==> src/rtl/axi_mem_slave_if.sv <==
// AXI4 write/read channel bundle between a bus master and axi_mem_slave.
interface axi_mem_slave_if #(
  parameter int DATA_WIDTH = 32,
  parameter int ADDR_WIDTH = 16
);
  logic [ADDR_WIDTH-1:0] AWADDR;
  logic [7:0]            AWLEN;
  logic [2:0]            AWSIZE;
  logic                  AWVALID;
  logic                  AWREADY;
  logic [DATA_WIDTH-1:0] WDATA;
  logic                  WLAST;
  logic                  WVALID;
  logic                  WREADY;
  logic [1:0]            BRESP;
  logic                  BVALID;
  logic                  BREADY;
  logic [ADDR_WIDTH-1:0] ARADDR;
  logic [7:0]            ARLEN;
  logic [2:0]            ARSIZE;
  logic                  ARVALID;
  logic                  ARREADY;
  logic [DATA_WIDTH-1:0] RDATA;
  logic [1:0]            RRESP;
  logic                  RLAST;
  logic                  RVALID;
  logic                  RREADY;

  modport master (
    output AWADDR, AWLEN, AWSIZE, AWVALID, input AWREADY,
    output WDATA, WLAST, WVALID, input WREADY,
    input  BRESP, BVALID, output BREADY,
    output ARADDR, ARLEN, ARSIZE, ARVALID, input ARREADY,
    input  RDATA, RRESP, RLAST, RVALID, output RREADY
  );

  modport slave (
    input  AWADDR, AWLEN, AWSIZE, AWVALID, output AWREADY,
    input  WDATA, WLAST, WVALID, output WREADY,
    output BRESP, BVALID, input BREADY,
    input  ARADDR, ARLEN, ARSIZE, ARVALID, output ARREADY,
    output RDATA, RRESP, RLAST, RVALID, input RREADY
  );
endinterface

==> src/rtl/axi_mem_slave.sv <==
// AXI4 slave terminating INCR bursts (one at a time) onto a single-port synchronous memory.
// Illegal or out-of-range bursts run their full beat count but never touch memory and answer SLVERR.
module axi_mem_slave #(
  parameter  int DATA_WIDTH = 32,
  parameter  int ADDR_WIDTH = 16,
  parameter  int DEPTH      = 1024,
  localparam int BPB        = DATA_WIDTH / 8,
  localparam int SZ         = $clog2(BPB),
  localparam int MAW        = $clog2(DEPTH)
) (
  input  logic                  ACLK,
  input  logic                  ARESETn,
  axi_mem_slave_if.slave        axi,
  output logic                  mem_en,
  output logic                  mem_we,
  output logic [MAW-1:0]        mem_addr,
  output logic [DATA_WIDTH-1:0] mem_wdata,
  input  logic [DATA_WIDTH-1:0] mem_rdata
);

  typedef enum logic [2:0] {IDLE, W_DATA, W_RESP, R_ISSUE, R_CAPT, R_DATA} state_t;

  state_t                state, state_nxt;
  logic                  last_rd;
  logic [MAW-1:0]        word;
  logic [7:0]            len;
  logic [7:0]            cnt;
  logic                  err_addr;
  logic                  err_last;
  logic [DATA_WIDTH-1:0] rdata_q;
  logic                  aw_hs, ar_hs, beat_end;

  // Evaluated one bit wider than the address so a burst near the top cannot wrap back into range.
  function automatic logic burst_err(logic [ADDR_WIDTH-1:0] addr, logic [7:0] blen, logic [2:0] size);
    logic [ADDR_WIDTH:0] last_word;
    last_word = {1'b0, addr >> SZ} + {{(ADDR_WIDTH-7){1'b0}}, blen};
    return (size != 3'(SZ)) || ((addr & ADDR_WIDTH'(BPB-1)) != '0) ||
           (last_word >= (ADDR_WIDTH+1)'(DEPTH));
  endfunction

  // On a tie the channel that was not granted last time wins; last_rd starts high so writes win first.
  assign axi.AWREADY = ARESETn && (state == IDLE) && axi.AWVALID && (!axi.ARVALID || last_rd);
  assign axi.ARREADY = ARESETn && (state == IDLE) && axi.ARVALID && (!axi.AWVALID || !last_rd);
  assign axi.RDATA   = rdata_q;

  assign aw_hs    = axi.AWVALID && axi.AWREADY;
  assign ar_hs    = axi.ARVALID && axi.ARREADY;
  assign beat_end = (cnt == len);

  always_ff @(posedge ACLK or negedge ARESETn) begin
    if (!ARESETn) begin
      state    <= IDLE;
      last_rd  <= 1'b1;
      word     <= '0;
      len      <= '0;
      cnt      <= '0;
      err_addr <= 1'b0;
      err_last <= 1'b0;
      rdata_q  <= '0;
    end else begin
      state <= state_nxt;
      case (state)
        IDLE: begin
          if (aw_hs) begin
            word     <= MAW'(axi.AWADDR >> SZ);
            len      <= axi.AWLEN;
            cnt      <= '0;
            err_addr <= burst_err(axi.AWADDR, axi.AWLEN, axi.AWSIZE);
            err_last <= 1'b0;
            last_rd  <= 1'b0;
          end else if (ar_hs) begin
            word     <= MAW'(axi.ARADDR >> SZ);
            len      <= axi.ARLEN;
            cnt      <= '0;
            err_addr <= burst_err(axi.ARADDR, axi.ARLEN, axi.ARSIZE);
            err_last <= 1'b0;
            last_rd  <= 1'b1;
          end
        end
        W_DATA: begin
          // A misplaced WLAST only poisons the response; the beat count alone ends the burst.
          if (axi.WVALID) begin
            cnt <= cnt + 8'd1;
            if (axi.WLAST != beat_end) err_last <= 1'b1;
          end
        end
        R_CAPT: rdata_q <= err_addr ? '0 : mem_rdata;
        R_DATA: if (axi.RREADY && !beat_end) cnt <= cnt + 8'd1;
        default: ;
      endcase
    end
  end

  always_comb begin
    state_nxt  = state;
    mem_en     = 1'b0;
    mem_we     = 1'b0;
    mem_addr   = '0;
    mem_wdata  = '0;
    axi.WREADY = 1'b0;
    axi.BVALID = 1'b0;
    axi.BRESP  = 2'b00;
    axi.RVALID = 1'b0;
    axi.RRESP  = 2'b00;
    axi.RLAST  = 1'b0;
    case (state)
      IDLE: begin
        if (aw_hs)      state_nxt = W_DATA;
        else if (ar_hs) state_nxt = R_ISSUE;
      end
      W_DATA: begin
        axi.WREADY = 1'b1;
        if (axi.WVALID) begin
          if (!err_addr) begin
            mem_en    = 1'b1;
            mem_we    = 1'b1;
            mem_addr  = word + MAW'(cnt);
            mem_wdata = axi.WDATA;
          end
          if (beat_end) state_nxt = W_RESP;
        end
      end
      W_RESP: begin
        axi.BVALID = 1'b1;
        axi.BRESP  = (err_addr || err_last) ? 2'b10 : 2'b00;
        if (axi.BREADY) state_nxt = IDLE;
      end
      R_ISSUE: begin
        if (!err_addr) begin
          mem_en   = 1'b1;
          mem_addr = word + MAW'(cnt);
        end
        state_nxt = R_CAPT;
      end
      R_CAPT: state_nxt = R_DATA;
      R_DATA: begin
        axi.RVALID = 1'b1;
        axi.RRESP  = err_addr ? 2'b10 : 2'b00;
        axi.RLAST  = beat_end;
        if (axi.RREADY) state_nxt = beat_end ? IDLE : R_ISSUE;
      end
      default: state_nxt = IDLE;
    endcase
  end

endmodule

==> src/flat_wrapper.sv <==
// flat-port wrapper written by rule: the top's interface ports become plain ports
module axi_mem_slave_flat 
#(
  parameter  int DATA_WIDTH = 32,
  parameter  int ADDR_WIDTH = 16,
  parameter  int DEPTH      = 1024,
  localparam int BPB        = DATA_WIDTH / 8,
  localparam int SZ         = $clog2(BPB),
  localparam int MAW        = $clog2(DEPTH)
)
  (ACLK, ARESETn, mem_en, mem_we, mem_addr, mem_wdata, mem_rdata, axi_AWADDR, axi_AWLEN, axi_AWSIZE, axi_AWVALID, axi_AWREADY, axi_WDATA, axi_WLAST, axi_WVALID, axi_WREADY, axi_BRESP, axi_BVALID, axi_BREADY, axi_ARADDR, axi_ARLEN, axi_ARSIZE, axi_ARVALID, axi_ARREADY, axi_RDATA, axi_RRESP, axi_RLAST, axi_RVALID, axi_RREADY);
  axi_mem_slave_if #(.DATA_WIDTH(DATA_WIDTH), .ADDR_WIDTH(ADDR_WIDTH)) axi_i ();
  input  logic ACLK;
  input  logic ARESETn;
  output logic mem_en;
  output logic mem_we;
  output logic [MAW-1:0] mem_addr;
  output logic [DATA_WIDTH-1:0] mem_wdata;
  input  logic [DATA_WIDTH-1:0] mem_rdata;
  input wire logic [$bits(axi_i.AWADDR)-1:0] axi_AWADDR;
  input wire logic [$bits(axi_i.AWLEN)-1:0] axi_AWLEN;
  input wire logic [$bits(axi_i.AWSIZE)-1:0] axi_AWSIZE;
  input wire logic [$bits(axi_i.AWVALID)-1:0] axi_AWVALID;
  output wire logic [$bits(axi_i.AWREADY)-1:0] axi_AWREADY;
  input wire logic [$bits(axi_i.WDATA)-1:0] axi_WDATA;
  input wire logic [$bits(axi_i.WLAST)-1:0] axi_WLAST;
  input wire logic [$bits(axi_i.WVALID)-1:0] axi_WVALID;
  output wire logic [$bits(axi_i.WREADY)-1:0] axi_WREADY;
  output wire logic [$bits(axi_i.BRESP)-1:0] axi_BRESP;
  output wire logic [$bits(axi_i.BVALID)-1:0] axi_BVALID;
  input wire logic [$bits(axi_i.BREADY)-1:0] axi_BREADY;
  input wire logic [$bits(axi_i.ARADDR)-1:0] axi_ARADDR;
  input wire logic [$bits(axi_i.ARLEN)-1:0] axi_ARLEN;
  input wire logic [$bits(axi_i.ARSIZE)-1:0] axi_ARSIZE;
  input wire logic [$bits(axi_i.ARVALID)-1:0] axi_ARVALID;
  output wire logic [$bits(axi_i.ARREADY)-1:0] axi_ARREADY;
  output wire logic [$bits(axi_i.RDATA)-1:0] axi_RDATA;
  output wire logic [$bits(axi_i.RRESP)-1:0] axi_RRESP;
  output wire logic [$bits(axi_i.RLAST)-1:0] axi_RLAST;
  output wire logic [$bits(axi_i.RVALID)-1:0] axi_RVALID;
  input wire logic [$bits(axi_i.RREADY)-1:0] axi_RREADY;
  assign axi_i.AWADDR = axi_AWADDR;
  assign axi_i.AWLEN = axi_AWLEN;
  assign axi_i.AWSIZE = axi_AWSIZE;
  assign axi_i.AWVALID = axi_AWVALID;
  assign axi_AWREADY = axi_i.AWREADY;
  assign axi_i.WDATA = axi_WDATA;
  assign axi_i.WLAST = axi_WLAST;
  assign axi_i.WVALID = axi_WVALID;
  assign axi_WREADY = axi_i.WREADY;
  assign axi_BRESP = axi_i.BRESP;
  assign axi_BVALID = axi_i.BVALID;
  assign axi_i.BREADY = axi_BREADY;
  assign axi_i.ARADDR = axi_ARADDR;
  assign axi_i.ARLEN = axi_ARLEN;
  assign axi_i.ARSIZE = axi_ARSIZE;
  assign axi_i.ARVALID = axi_ARVALID;
  assign axi_ARREADY = axi_i.ARREADY;
  assign axi_RDATA = axi_i.RDATA;
  assign axi_RRESP = axi_i.RRESP;
  assign axi_RLAST = axi_i.RLAST;
  assign axi_RVALID = axi_i.RVALID;
  assign axi_i.RREADY = axi_RREADY;
  axi_mem_slave #(.DATA_WIDTH(DATA_WIDTH), .ADDR_WIDTH(ADDR_WIDTH), .DEPTH(DEPTH)) u_core (.ACLK(ACLK), .ARESETn(ARESETn), .axi(axi_i), .mem_en(mem_en), .mem_we(mem_we), .mem_addr(mem_addr), .mem_wdata(mem_wdata), .mem_rdata(mem_rdata));
endmodule
==> config.mk <==
export PLATFORM = sky130hd
export DESIGN_NAME = axi_mem_slave_flat
export DESIGN_NICKNAME = d
export VERILOG_FILES = /design/src/rtl/axi_mem_slave_if.sv /design/src/rtl/axi_mem_slave.sv /design/src/flat_wrapper.sv
export SDC_FILE = /design/constraint.sdc
export NUM_CORES = 1
export LEC_CHECK = 0
export CAP_MARGIN = 20
export CORE_UTILIZATION = 44
export DETAILED_ROUTE_END_ITERATION = 12
export PLACE_DENSITY = 0.95
export REMOVE_ABC_BUFFERS = 1
export SLEW_MARGIN = 20
export SYNTH_ARGS = -nofsm -noshare
export SYNTH_HDL_FRONTEND = slang
export SYNTH_SLANG_ARGS = --single-unit
export TNS_END_PERCENT = 20
==> constraint.sdc <==
create_clock -name ACLK -period 5.25 [get_ports ACLK]
set_input_delay 0.525 -clock ACLK [delete_from_list [all_inputs] [get_ports ACLK]]
set_output_delay 0.525 -clock ACLK [all_outputs]
set_load 0.02 [all_outputs]
== Word level (Yosys, flattened, before mapping) ==
Cells that the tools add are included.

* Bits in registers: 64
* Output and inout port bits: 86
* Word-level logic and storage cells: 104

* Add/sub/neg operators: 4
* $lt $le $gt $ge: 2
* Equality and inequality tests: 16
* Muxes and demuxes: 45
* Reduce and logical (&&, ||, !) cells: 29

{| class="wikitable"
|+ Operator list
! kind !! count
|-
| 2-to-1 mux 32 bit || 4
|-
| 2-to-1 mux 8 bit || 6
|-
| 2-to-1 mux 10 bit || 4
|-
| greater-or-equal comparator 17 x 11 -> 1 bit (second input constant) || 2
|-
| nonzero test 16 bit || 2
|-
| adder 14 x 8 -> 15 bit || 2
|-
| one-hot mux 8 bit (3 select lines) || 1
|-
| one-hot mux 10 bit (2 select lines) || 1
|-
| 2-to-1 mux 3 bit || 6
|-
| one-hot mux 3 bit (6 select lines) || 1
|-
| 2-to-1 mux 1 bit || 15
|-
| adder 10 x 8 -> 10 bit || 1
|-
| 2-to-1 mux 2 bit || 5
|-
| adder 8 x 1 -> 8 bit (second input constant) || 1
|-
| == test 8 bit || 1
|-
| logical AND 1 bit || 8
|-
| AND reduction 4 bit || 2
|-
| logical OR 1 bit || 7
|-
| == test 3 x 2 -> 1 bit (second input constant) || 2
|-
| == test 3 bit (second input constant) || 2
|-
| inequality test 2 x 1 -> 1 bit (second input constant) || 3
|-
| inequality test 2 bit (second input constant) || 3
|-
| inequality test 3 x 2 -> 1 bit (second input constant) || 2
|-
| AND reduction 5 bit || 1
|-
| 9 further kinds || 14
|}

== Longest topological paths before layout ==
Gate-level depths: netlist (run 1).

* Word-level depth: 8
* Gate-level depth with buffers: 9

== Least setup slack after synthesis (run 1) ==
Ideal clock, no wire load.

* Path type: reg2out
* From: reg u_core.cnt[0]
* To: out mem_addr[8]
* Arrival time: 2.075 ns
* Data required time: 4.725 ns
* Setup slack: 2.650 ns
* Cell stages (with the launch flop): 10
* Path buffers: 0
* Path through: dfrtp_1 > ha_1 > inv_1 > fa_1 > nor2b_1 > o21ai_0 > nand2b_1 > a311oi_1 > or4_1 > nand2_1

* Longest elaborated chain between the ends: 4

{| class="wikitable"
|+ Ends and longest elaborated chain
! item !! RTL line !! source
|-
| start, declared || axi_mem_slave.sv:27 || <nowiki>logic [7:0] cnt;</nowiki>
|-
| start signal, assigned || axi_mem_slave.sv:83 || <nowiki>cnt <= cnt + 8'd1;</nowiki>
|-
| start signal, assigned || axi_mem_slave.sv:88 || <nowiki>R_DATA: if (axi.RREADY && !beat_end) cnt <= cnt + 8'd1;</nowiki>
|-
| adder 10 x 8 -> 10 bit (*) || axi_mem_slave.sv:117, axi_mem_slave.sv:131 ||
|-
| 2-to-1 mux 10 bit (*) || axi_mem_slave.sv:114, axi_mem_slave.sv:129 ||
|-
| 2-to-1 mux 10 bit || axi_mem_slave.sv:113 || <nowiki>if (axi.WVALID) begin</nowiki>
|-
| one-hot mux 10 bit (2 select lines) (*) || axi_mem_slave.sv:106 || <nowiki>case (state)</nowiki>
|-
| end, declared || flat_wrapper.sv:17 || <nowiki>output logic [MAW-1:0] mem_addr;</nowiki>
|}

Every way passes the cells marked *; elsewhere a longest branch is shown, timed or not.

== Worst setup path in the final report (run 1) ==
Same ends and word-level chain as after synthesis.

==> results of run 1 <==
flip-flops by register name (all words and copies together) (netlist names):
signal,count
u_core.last_rd,1
u_core.axi.RDATA,32
u_core.state,3
u_core.len,8
u_core.err_last,1
u_core.cnt,8
u_core.word,10
u_core.err_addr,1
synth_stat cells (2+ instances only):
| cell | number | area share |
|---|---|---|
| a31oi_1 | 17 | 0.026 |
| nand3_1 | 8 | 0.0096 |
| o21ai_0 | 45 | 0.054 |
| or3_1 | 3 | 0.0045 |
| nor2_1 | 42 | 0.038 |
| nor2b_1 | 5 | 0.0075 |
| dfrtp_1 | 63 | 0.38 |
| fa_1 | 3 | 0.014 |
| nand4_1 | 3 | 0.0045 |
| ha_1 | 25 | 0.075 |
| a211oi_1 | 6 | 0.011 |
| a22oi_1 | 2 | 0.0036 |
| clkbuf_1 | 18 | 0.016 |
| a21oi_1 | 12 | 0.014 |
| nand2b_1 | 35 | 0.053 |
| nor3_1 | 5 | 0.0060 |
| and2_1 | 39 | 0.059 |
| buf_2 | 4 | 0.0048 |
| a21o_1 | 4 | 0.0072 |
| nor4b_1 | 2 | 0.0042 |
| a41oi_1 | 2 | 0.0042 |
| xor2_1 | 19 | 0.040 |
| a2111oi_0 | 2 | 0.0042 |
| a311oi_1 | 2 | 0.0042 |
| nand2_1 | 85 | 0.077 |
| o211ai_1 | 4 | 0.0072 |
| nor4_1 | 3 | 0.0045 |
| o21a_1 | 4 | 0.0072 |
| buf_4 | 2 | 0.0036 |
| and3_1 | 3 | 0.0045 |
| inv_1 | 7 | 0.0063 |
metrics by stage:
stage	hold slack, ns	setup slack [ns]	instance area, µm²
after floorplan	0.229	2.34	4050
after global placement	0.462	1.90	6290
after detailed placement	0.477	1.75	6290
after CTS	0.444	1.46	6470
after global routing	0.491	1.27	6470
final	0.417	1.47	6470
final timing paths:
kind,startpoint,to,cells past startpoint
worst max-delay path,u_core.cnt[0],mem_addr[8],10
worst min-delay path,ARESETn,u_core.len[2],2
worst max register to register,u_core.state[0],u_core.len[1],5
worst min register to register,u_core.axi.RDATA[26],u_core.axi.RDATA[26],2
max in group asynchronous,ARESETn,u_core.axi.RDATA[7],2
min in group ACLK,u_core.axi.RDATA[26],u_core.axi.RDATA[26],2
per-layer routing:
layer  wire (µm)  vias to the layer above
li1            -                     2069
met1        5160                     1996
met2        6190                      209
met3         827                       25
met4         234                        0
met5           0                        -
cell families (layout without fill, tap and decap cells):
group,Yosys count,count (layout),synth area share
buffers and inverters,33,234,0.0346
flip-flops,64,64,0.385
adder cells (fa/ha/maj),28,28,0.0896
multiplexers,2,2,0.00541
AND/OR/NAND/NOR,237,237,0.282
XOR/XNOR,20,20,0.0421
AO/OA/AOI/OAI,106,106,0.160
other,1,2,0.000901
where the power goes:
group / internal, mW / switching [mW]
logic: 0.756 / 0.811
registers: 0.719 / 0.220
clock network: 0.219 / 0.176
layout make-up:
cell class              count  area share
repair buffers            211       0.325
inverters                   7     0.00406
well taps                 111      0.0215
clock inverters             3     0.00657
clock buffers              13      0.0215
flip-flops and latches     64       0.248
multi-input cells         395       0.374
==> impl_summary.txt, run 1 <==
----------------------------------------------------
[Clocking]
  CTS tree ... built
  Hold buffers post-CTS ... 0
  CTS H-tree depth ... 3
  Worst skew pair latency ... between 0.3 and 0.4 ns
  Bufs on Longest Clock Path ... 2
  Root buffer cell ... clkbuf_8
  Total clock buffers created by CTS ... 9
  Resized Gates After CTS ... 0
  Clock sink total ... 64
  Setup bufs post-CTS ... 0
  CTS clk-pin slew, worst paths ... about 0.07 ns

[Worst setup path]
  Setup slack of the worst register-to-register path ... ~2.7 ns
  Endpoint type of the worst setup path ... output pin
  CP arrival ... between 3 and 4 ns
  Cell-by-cell trace of the critical path ... ha_1 -> inv_1 -> fa_1 -> nor2b_1 -> o21ai_0 -> nand2b_1 -> a311oi_1 -> or4_1 -> nand2_1 -> clkdlybuf4s50_1
  Critical path class ... reg -> out
  Maximum fanout along the worst path ... 6
  Cell family contributing the most delay on the critical path ... simple AND/OR/NAND/NOR gates
  Number of buffer and inverter stages on the critical path ... 2
  Largest stage delay, worst path ... between 0.6 and 0.7 ns
  Library cell contributing the largest single delay on the critical path ... clkdlybuf4s50_1
  Required time of the critical path ... between 4 and 5 ns
  Launching element type of the critical path ... flop

[Min path]
  Path class of the lowest-slack min-delay path ... in -> async

[Logic synthesis]
  Post-synth EDFFs ... 0
  Sequential fraction of the synthesis area ... 0.385
  Cell count after synthesis ... 491
  Syn_area_per_cell ... roughly 8.5 µm²
  Fraction of registers with async set or reset after synthesis ... 1.00
  Synthesized flop and latch total ... 64
  Ys Warns ... 0
  Number of distinct library cells after synthesis ... 48
  Netlist area before placement ... around 0.0042 mm²
  Predominant post-synthesis flop cell ... dfrtp_1

[STA]
  Relative slew margins ... 0.330
  Setup TNS ... 0 ns
  Unrepaired setup endpoints after global routing ... no
  Minimum period implied by the final worst setup slack ... between 3 and 4 ns
  Number of max-slew violations in the final report ... 0
  Period utilisation layout ... 0.719
  Total setup violations reported at the end of the flow ... 0
  Endpoints failing hold ... 0
  Worst Tran Pin Value ... between 0.9 and 1 ns
  F_max ... between 200 and 300 MHz
  Setup skew after layout ... ~0.013 ns

[Routing]
  Average vias per placed instance ... about 5.3
  Total routed wirelength ... between 10 and 15 mm
  DRC violations left ... 0
  Vias after detailed routing ... 4299
  Antenna viol nets, final ... 0
  First DRT Iteration DRCs ... 191
  Routed wire per std cell ... about 15 µm
  Detailed-routing iteration count for the pre-antenna-repair pass ... 7

[Floorplan]
  Count of standard-cell rows ... 35
  Number of top-level pins ... about 210
  Area of the die ... ~0.01 mm²
  Floorplan core area ... approximately 0.0092 mm²
  DIE WIDTH ... between 90 and 100 µm
  Initial cell density of the core ... 0.453
  Die height ... around 99 µm

[GRT]
  Overall fraction of global-route tracks in use ... 0.248
  Total global routing overflow ... 0
  Antenna violations before repair ... 0
  Global route hottest layer ... met2
  GR Util met1 ... 0.302
  Global-route met3 utilization ... 0.0379
  Vias in the first global route ... between 4000 and 5000
  Global-route wire length before repair ... 19.4 mm
  Met2 Track Usage GR ... 0.441
  Maximum number of pins on one net before global-route repair ... 65

[Layout]
  Area added between synthesis and finish ... 55.6%
  Area taken by multi-input logic gates ... between 0.002 and 0.0025 mm²
  Final Net Count ... between 800 and 900
  Final standard cell count with taps included and fillers excluded ... between 800 and 900
  Share of the core filled with cells in the final layout ... 0.704
  Storage element area ... approximately 0.0016 mm²
  Most used cells in the layout excluding fill and tap cells ... clkdlybuf4s50_1, nand2_1, dfrtp_1
  Share of layout cells above drive strength 1 ... 0.0332
  Most common cell after layout, fill and taps aside ... clkdlybuf4s50_1
  Ant. Diodes ... 0
  Filler cell count ... 693

[Power]
  Total power divided by cell area ... 448 mW/mm²
  Post-route total power ... between 2 and 3 mW
  Worst vdd ir ... 0.201 mV
  Leakage power total ... roughly 2.7 nW

[Flow run]
  Number of maximum-capacitance violations ... 0

[Placement]
  Gpl congestion ... roughly 0.9
  Post-DP HPWL ... between 9 and 10 mm
  PortBufs ... about 210
  Cell Count Post-Placement ... 788

[Outcome]
  Result of the run ... finished clean

----------------------------------------------------
Power figures use the tool's default switching activity.
==> run 2, diff against run 1 <==
--- a/config.mk
+++ b/config.mk
@@ -6,9 +6,9 @@
 export NUM_CORES = 1
 export LEC_CHECK = 0
 export CAP_MARGIN = 20
-export CORE_UTILIZATION = 44
+export CORE_UTILIZATION = 41
 export DETAILED_ROUTE_END_ITERATION = 12
-export PLACE_DENSITY = 0.95
+export PLACE_DENSITY = 0.94
 export REMOVE_ABC_BUFFERS = 1
 export SLEW_MARGIN = 20
 export SYNTH_ARGS = -nofsm -noshare
==> constraint.sdc (replaced) <==
create_clock -name ACLK -period 3.7 [get_ports ACLK]
set_input_delay 0.37 -clock ACLK [delete_from_list [all_inputs] [get_ports ACLK]]
set_output_delay 0.37 -clock ACLK [all_outputs]
set_load 0.02 [all_outputs]
==> run 2 against run 1 <==
  * Critical path type unchanged
  * Sequential power increased by 36%
  * Clock power increased by 70%
  * Cell count increased by 3.4%
  * Count of clock-buffer cells in the layout decreased by 2
  * Die area increased by 7.2%
  * Non-clock buffer count increased by 5
  * Via count decreased by 2.0%
  * Power increased by 46%
  * Largest cell class unchanged
==> impl_summary.txt, run 2 (synthesized netlist as in run 1, its figures left out) <==
----------------------------------------------------
[Layout]
  Filler cell count ... 776 (+12%)
  Most used cells in the layout excluding fill and tap cells ... clkdlybuf4s50_1, nand2_1, dfrtp_1
  Ant. Diodes ... 0 (unchanged)
  Non-Filler Cell Area, Final ... 0.00658 mm² (+1.6%)
  Share of layout cells above drive strength 1 ... 0.0430 (+0.00979)
  Most common cell after layout, fill and taps aside ... clkdlybuf4s50_1
  Number of flip-flops under the largest register name ... 32 (unchanged)
  Share of the core filled with cells in the final layout ... 0.670 (-0.0342)
  Final standard cell count with taps included and fillers excluded ... 831 (+3.4%)
  Area added between synthesis and finish ... 58.0%
  Final Net Count ... 847 (+0.59%)

[Floorplan]
  Count of standard-cell rows ... 36 (+2.9%)
  DIE WIDTH ... 103 µm (+3.5%)
  Die height ... 103 µm (+3.5%)
  Initial cell density of the core ... 0.424 (-0.0287)
  Area of the die ... 0.0106 mm² (+7.2%)
  Number of top-level pins ... 212 (unchanged)
  Floorplan core area ... 0.00982 mm² (+6.8%)

[Clocking]
  CTS tree ... built
  CTS H-tree depth ... 3 (unchanged)
  Worst skew pair latency ... 0.33 ns (about the same)
  Setup bufs post-CTS ... 0 (unchanged)
  Root buffer cell ... clkbuf_8
  Resized Gates After CTS ... 0 (unchanged)
  Hold buffers post-CTS ... 0 (unchanged)
  Clock sink total ... 64 (unchanged)
  Bufs on Longest Clock Path ... 2 (unchanged)
  Total clock buffers created by CTS ... 9 (unchanged)
  CTS clk-pin slew, worst paths ... 0.07 ns (about the same)

[Worst setup path]
  CP arrival ... 3.08 ns (-0.17 ns)
  Endpoint type of the worst setup path ... output pin
  Critical path class ... reg -> out
  Required time of the critical path ... 3.33 ns (-1.39 ns)
  Maximum fanout along the worst path ... 6 (unchanged)
  Launching element type of the critical path ... flop

[Routing]
  Detailed-routing iteration count for the pre-antenna-repair pass ... 4 (-3)
  Total routed wirelength ... 12.6 mm (+1.4%)
  Routed wire per std cell ... 15.1 µm (-1.9%)
  DRC violations left ... 0 (unchanged)
  Vias after detailed routing ... 4215 (-2.0%)
  Average vias per placed instance ... 5.07 (-5.1%)
  First DRT Iteration DRCs ... 201 (+5.2%)
  Antenna viol nets, final ... 0 (unchanged)

[Power]
  Design internal power ... 2.50 mW (+48%)
  Switching Share ... 0.408 (-0.00833)
  Fraction of power consumed by sequential logic ... 0.303 (-0.020)
  Leakage power total ... 2.79 nW (+1.6%)
  Total power divided by cell area ... 643 mW/mm² (+43%)
  Combinational share of power ... 0.539 (about the same)
  Worst vdd ir ... 0.256 mV (+27%)
  Net load switching power ... 1.72 mW (+43%)
  Post-route total power ... 4.23 mW (+46%)
  Clk pwr share ... 0.159 (+0.023)

[GRT]
  Overall fraction of global-route tracks in use ... 0.235 (-0.0129)
  Vias in the first global route ... 4118 (-1.8%)
  Maximum number of pins on one net before global-route repair ... 65 (unchanged)
  Total global routing overflow ... 0 (unchanged)
  Antenna violations before repair ... 0 (unchanged)
  Global-route wire length before repair ... 19.3 mm (-0.57%)

[Flow run]
  Number of maximum-capacitance violations ... 0 (unchanged)

[Placement]
  Dpl cell area ... 0.00635 mm² (+1.0%)
  Cell Count Post-Placement ... 815 (+3.4%)
  Gpl congestion ... 0.856 (-3.2%)
  PortBufs ... 209 (unchanged)
  Post-DP HPWL ... 9.99 mm (+2.6%)

[Min path]
  Path class of the lowest-slack min-delay path ... in -> async

[STA]
  Minimum period implied by the final worst setup slack ... roughly 3.5 ns
  Relative slew margins ... 0.462 (+0.133)
  Total setup violations reported at the end of the flow ... 0 (unchanged)
  Unrepaired setup endpoints after global routing ... no
  Number of max-slew violations in the final report ... 0 (unchanged)
  Worst Tran Pin Value ... 0.807 ns (-0.190 ns)
  Setup skew after layout ... 0.0113 ns (-0.00157 ns)
  Endpoints failing hold ... 0 (unchanged)
  Setup TNS ... 0 ns (unchanged)
  F_max ... about 290 MHz
  Period utilisation layout ... 0.933

[Outcome]
  Result of the run ... finished clean

----------------------------------------------------
==> run 2: cell types whose count changed in the layout (fill, tap and decap cells not counted) <==
| cell | before | now |
|---|---|---|
| nor2_1 | 41 | 42 |
| bufinv_16 | 1 | 2 |
| clkbuf_8 | 9 | 10 |
| clkbuf_1 | 4 | 1 |
| buf_4 | 2 | 7 |
| clkinvlp_4 | 1 | 2 |
| nor2_2 | 1 | 0 |
==> run 2: worst max-delay path, stage by stage (launching register included) <==
cell             delay [ns]
dfrtp_1                0.44
ha_1                   0.22
inv_1                  0.06
fa_1                   0.38
nor2b_1                0.15
o21ai_0                0.10
nand2b_1               0.13
a311oi_1               0.12
or4_1                  0.48
nand2_1                0.07
clkdlybuf4s50_1        0.59
==> run 2: layer usage <==
layer | part of all wire | track usage | wire (µm)
met5 | 0 | 0 | 0
met4 | 0.024 | 0.113 | 303
met3 | 0.065 | 0.0414 | 823
met2 | 0.49 | 0.400 | 6170
met1 | 0.42 | 0.289 | 5290
==> run 2: worst paths after layout <==
check / startpoint / end / slack (ns) / cells past startpoint
setup / recovery: u_core.cnt[0] / mem_addr[8] / 0.25 / 10
hold / removal: ARESETn / u_core.axi.RDATA[17] / 0.26 / 2
setup reg to reg: u_core.state[1] / u_core.cnt[7] / 1.45 / 6
hold reg to reg: u_core.axi.RDATA[10] / u_core.axi.RDATA[10] / 0.48 / 2
max in group asynchronous: ARESETn / u_core.axi.RDATA[28] / 2.92 / 2
min in group ACLK: u_core.axi.RDATA[10] / u_core.axi.RDATA[10] / 0.48 / 2
==> run 2: area by class of cell <==
type / instances / area (µm²) / area share
clock inverters: 5 / 80.1 / 0.0122
repair buffers: 216 / 2140 / 0.325
flip-flops and latches: 64 / 1600 / 0.244
multi-input cells: 395 / 2420 / 0.368
clock buffers: 11 / 141 / 0.0215
well taps: 133 / 166 / 0.0253
inverters: 7 / 26.3 / 0.00400
==> run 2: power groups by stage <==
stage	clock network, mW	logic [mW]	registers (mW)
5_1_grt	0.708	2.50	1.32
3_3_place_gp	0	2.23	1.27
2_1_floorplan	0	1.05	1.47
4_1_cts	0.681	2.29	1.28
6_report	0.672	2.28	1.28
3_5_place_dp	0	2.28	1.29
==> run 2: metrics by stage <==
stage               hold slack [ns]  setup slack, ns
floorplan                    0.0744            0.948
global route                  0.331           0.0273
detailed placement            0.471            0.605
CTS                           0.291            0.224
finish                        0.257            0.249
global placement              0.462            0.666
